--- src/rtl/operand_frame_loader.sv ---
// rtl/operand_frame_loader.sv - serial-to-parallel operand frame loader with registered compare result
// Assembles x1,y1,x2,y2 from a valid/ready bit stream and captures the compare stage result on consume.
module operand_frame_loader #(
  parameter int FRAME_BITS = 4
) (
  input  logic clk,
  input  logic reset,
  input  logic din,
  input  logic din_sof,
  input  logic din_valid,
  output logic din_ready,
  output logic x1,
  output logic y1,
  output logic x2,
  output logic y2,
  output logic op_valid,
  input  logic op_ready,
  input  logic b_in,
  output logic b_q,
  output logic b_valid,
  output logic frame_err
);

  localparam logic [1:0] ST_IDLE  = 2'd0;
  localparam logic [1:0] ST_SHIFT = 2'd1;
  localparam logic [1:0] ST_FULL  = 2'd2;

  logic [1:0]            state_q, state_d;
  logic [1:0]            cnt_q, cnt_d;
  logic [FRAME_BITS-1:0] ops_q, ops_d;
  logic                  res_q, res_d;
  logic                  res_valid_q, res_valid_d;
  logic                  err_q, err_d;
  logic                  accept;

  // Handshake outputs decode state only, so no input reaches them combinationally.
  assign din_ready = (state_q != ST_FULL);
  assign op_valid  = (state_q == ST_FULL);
  assign accept    = din_valid & din_ready;

  always_comb begin
    state_d     = state_q;
    cnt_d       = cnt_q;
    ops_d       = ops_q;
    res_d       = res_q;
    res_valid_d = 1'b0;
    err_d       = 1'b0;
    case (state_q)
      ST_IDLE: begin
        if (accept) begin
          if (din_sof) begin
            ops_d[0] = din;
            cnt_d    = 2'd1;
            state_d  = ST_SHIFT;
          end else begin
            err_d = 1'b1;
          end
        end
      end
      ST_SHIFT: begin
        if (accept) begin
          // An sof mid-frame restarts the frame; stale upper bits are overwritten later.
          if (din_sof) begin
            ops_d[0] = din;
            cnt_d    = 2'd1;
            err_d    = 1'b1;
          end else begin
            ops_d[cnt_q] = din;
            if (cnt_q == 2'd3) begin
              cnt_d   = 2'd0;
              state_d = ST_FULL;
            end else begin
              cnt_d = cnt_q + 2'd1;
            end
          end
        end
      end
      ST_FULL: begin
        if (op_ready) begin
          res_d       = b_in;
          res_valid_d = 1'b1;
          state_d     = ST_IDLE;
        end
      end
      default: begin
        state_d = ST_IDLE;
        cnt_d   = 2'd0;
      end
    endcase
  end

  always_ff @(posedge clk) begin
    if (reset) begin
      state_q     <= ST_IDLE;
      cnt_q       <= 2'd0;
      ops_q       <= '0;
      res_q       <= 1'b0;
      res_valid_q <= 1'b0;
      err_q       <= 1'b0;
    end else begin
      state_q     <= state_d;
      cnt_q       <= cnt_d;
      ops_q       <= ops_d;
      res_q       <= res_d;
      res_valid_q <= res_valid_d;
      err_q       <= err_d;
    end
  end

  assign x1        = ops_q[0];
  assign y1        = ops_q[1];
  assign x2        = ops_q[2];
  assign y2        = ops_q[3];
  assign b_q       = res_q;
  assign b_valid   = res_valid_q;
  assign frame_err = err_q;

endmodule

--- config.mk ---
export PLATFORM = sky130hd
export DESIGN_NAME = operand_frame_loader
export DESIGN_NICKNAME = d
export VERILOG_FILES = /design/src/rtl/operand_frame_loader.sv
export SDC_FILE = /design/constraint.sdc
export NUM_CORES = 1
export LEC_CHECK = 0
export ABC_CLOCK_PERIOD_IN_PS = 1890
export CORE_AREA = 4 4 41 43
export CTS_BUF_LIST = sky130_fd_sc_hd__clkbuf_2 sky130_fd_sc_hd__clkbuf_4 sky130_fd_sc_hd__clkbuf_8
export DETAILED_ROUTE_END_ITERATION = 16
export DIE_AREA = 0 0 45 47
export PLACE_DENSITY = 0.73
export SLEW_MARGIN = 10
export SYNTH_ARGS = -nofsm -noshare
export SYNTH_HDL_FRONTEND = slang
export SYNTH_SLANG_ARGS = --single-unit
--- constraint.sdc ---
create_clock -name clk -period 1.89 [get_ports clk]
set_input_delay 0.4725 -clock clk [delete_from_list [all_inputs] [get_ports clk]]
set_output_delay 0.4725 -clock clk [all_outputs]
set_load 0.02 [all_outputs]
==> results of run 1 <==
[logic make-up after synthesis]
group | share of synthesized area (%)
buffers and inverters | 7.39
adders and majority gates | 10.9
muxes | 8.91
AOI/OAI and AO/OA | 9.57
and+or+nand+nor | 25.0
DFF | 38.3
[routing by layer]
metal	global-route usage [%]	routed length [um]	up-vias
met5	0	0	-
met4	8.77	23	0
met3	7.66	84	4
met2	19.2	537	21
met1	16.8	598	215
li1	-	-	251
[final cells by class]
cell class                      instances  area share (%)
Multi-Input combinational cell         42            39.4
Sequential cell                        11            27.8
Timing Repair Buffer                   20            23.3
Clock buffer                            4            3.79
Inverter                                7            3.31
Tap cell                               15            2.37
[registers in the layout, indices dropped and copies added (netlist names)]
register / cells
frame_err: 1
b_valid: 1
ops_q: 4
state_q: 2
b_q: 1
cnt_q: 2
[synthesized netlist by cell type]
cell / instances / area (um2)
or3_1: 1 / 6.26
mux2_2: 1 / 11.3
nor2b_2: 1 / 8.76
inv_1: 7 / 26.3
buf_2: 1 / 5.00
buf_4: 1 / 7.51
mux2i_1: 4 / 40.0
a22oi_1: 1 / 7.51
nor3b_4: 1 / 18.8
nand3_1: 4 / 20.0
nor2_1: 3 / 11.3
and3b_1: 1 / 8.76
o221ai_1: 1 / 8.76
nand2_1: 2 / 7.51
nor2b_1: 3 / 18.8
dfxtp_1: 11 / 220
ha_1: 5 / 62.6
a21oi_1: 3 / 15.0
nand3b_1: 1 / 7.51
nand2b_1: 5 / 31.3
o211ai_1: 1 / 7.51
nor3_1: 1 / 5.00
clkbuf_1: 1 / 3.75
o21ai_0: 2 / 10.0
a31oi_1: 1 / 6.26
[worst max path at each step]
stage                       startpoint                    end  slack (ns)  cells after the start
6_report         ops_q[0]$_SDFFE_PP0P_                     x1        0.18                      1
5_1_grt          ops_q[0]$_SDFFE_PP0P_                     x1        0.13                      1
3_5_place_dp                   din_sof  ops_q[0]$_SDFFE_PP0P_        0.09                      6
3_3_place_gp                   din_sof  ops_q[0]$_SDFFE_PP0P_        0.10                      5
2_1_floorplan  state_q[1]$_SDFFE_PP0P_              din_ready        0.32                      3
4_1_cts          ops_q[0]$_SDFFE_PP0P_                     x1        0.17                      1
[where the power goes]
| group | leakage (nW) | internal [mW] | switching (mW) | total (mW) |
|---|---|---|---|---|
| Sequential | 0.0894 | 0.238 | 0.00463 | 0.242 |
| Combinational | 0.241 | 0.0375 | 0.0305 | 0.0680 |
| Clock | 0.0184 | 0.0962 | 0.0852 | 0.181 |
[per-stage QoR]
stage / cells / instance area, um2 / hold WS, ns / setup slack, ns / power, mW
after floorplan: 63 / 576 / 0.483 / 0.317 / 0.283
after global placement: 95 / 766 / 0.465 / 0.102 / 0.314
after detailed placement: 95 / 766 / 0.473 / 0.0907 / 0.315
after CTS: 99 / 793 / 0.490 / 0.171 / 0.501
after global routing: 99 / 793 / 0.515 / 0.128 / 0.516
final: 99 / 793 / 0.480 / 0.182 / 0.492
==> out/qor.txt, run 1 <==
reg2reg setup slack - 0.46 ns
most frequent standard cell in the layout excluding fill and tap cells - clkdlybuf4s50_1
total of buffers placed on input and output ports - 15
root buf cell - clkbuf_4
post-cts gate resize count - 2
count of cell types in the netlist - 25
leak pwr - 0.349 nW
TritonCTS buffer count - 3
worst clock skew - 0.00350 ns
synthesis warning total - 0
Reg2Reg Depth - 7
combined area of the multi-input logic cells - 313 um2
area enclosed by the die boundary - 2120 um2
delay of the slowest cell on the worst path - 0.61 ns
share of post-route cells with drive strength above 1 - 14.3%
final core utilization - 61.0%
area growth from synthesis to layout - 37.8%
Post-Synthesis Cell Area - 576 um2
average wire per standard cell - 12.6 um
outcome - completed
clock-pin transition on the worst setup and hold timing paths - 0.07 ns
core region area - 1300 um2
number of hold violations in the final report - 0
storage element area - 220 um2
grt total ovfl - 0
vias in the first global route - 458
count of boundary I/O pins - 16
global-route wire length before repair - 1980 um
Worst Hold Depth - 2
data arrival time at the worst-slack endpoint - 1.24 ns
count of vias placed by the detailed router - 491
sequential share of the synthesized area - 38.3%
critical path start-end classification - register to output port
shortest period the worst path allows - 1.71 ns
CP bufs+invs - 1
Post-Route Setup TNS - 0 ns
maximum capacitance violations - 0
Post-Route WL - 1240 um
Total Nets Final - 97
cell family contributing the most delay on the critical path - buffers and inverters
DRC violation count after routing - 0
total setup violations reported at the end of the flow - 0
vias per std cell - 4.96
hold buffer count at cts - 0
Fmax - 586 MHz
Final ANT Viol Nets - 0
startpoint of the lowest-slack register-to-register path - state_q[0]$_SDFFE_PP0P_
peak fanout along the critical path - 2
power density of the placed cells - 620 nW/um2
IR Drop Worst-Case VDD - 0.305 mV
x dimension of the die - 45 um
violation count after the first detailed-routing iteration - 10
most frequent cells in the layout - 13 x clkdlybuf4s50_1, 11 x dfxtp_1, 7 x inv_1
worst hold endpoint - ops_q[1]$_SDFFE_PP0P_
total of flip-flops plus latches after synthesis - 11
half-perimeter wire length after detailed placement - 893 um
Antenna diodes - 0
pin count of the biggest net entering global routing - 12
worst max-slew margin expressed relative to the limit - 83.4%
worst hold path startpoint - ops_q[1]$_SDFFE_PP0P_
final clock period utilization by the worst path - 90.4%
slowest library cell on the worst path - clkdlybuf4s50_1
Initial Util - 44.2%
kind of path behind the tightest hold check - register to register
initial antenna violation count - 0
clock latency at the later pin of the worst-skew pair - 0.27 ns
global placer's final weighted congestion - 0.784
overall fraction of global-route tracks in use - 14.0%
crit end category - output port
average cell area after synthesis - 9.14 um2
TritonCTS clock tree - yes
Max Root-Sink Buffers - 2
standard-cell row count - 13
Slew Limit Fails - 0
chip height - 47 um
filler instances - 127
unrepaired setup endpoints after global routing - no
ordered cell list for the critical path - clkdlybuf4s50_1
critical path required time - 1.42 ns
DR pass1 iterations - 4
kind of start point of the critical path - register
total nets after synthesis - 75
transition at the pin with the smallest max-transition slack - 0.248 ns
CTS HTree Levels - 1
reg2reg end - ops_q[0]$_SDFFE_PP0P_
clk sinks - 11
number of buffers added for setup after CTS - 0
number of instances in the synthesized netlist - 63
No activity file was read; power rests on OpenSTA's default activity.
==> run 2: changes to the inputs <==
- CAP_MARGIN: default -> 30
==> results of run 2 <==
The final DEF is identical to that of run 1; final timing and power are the same.
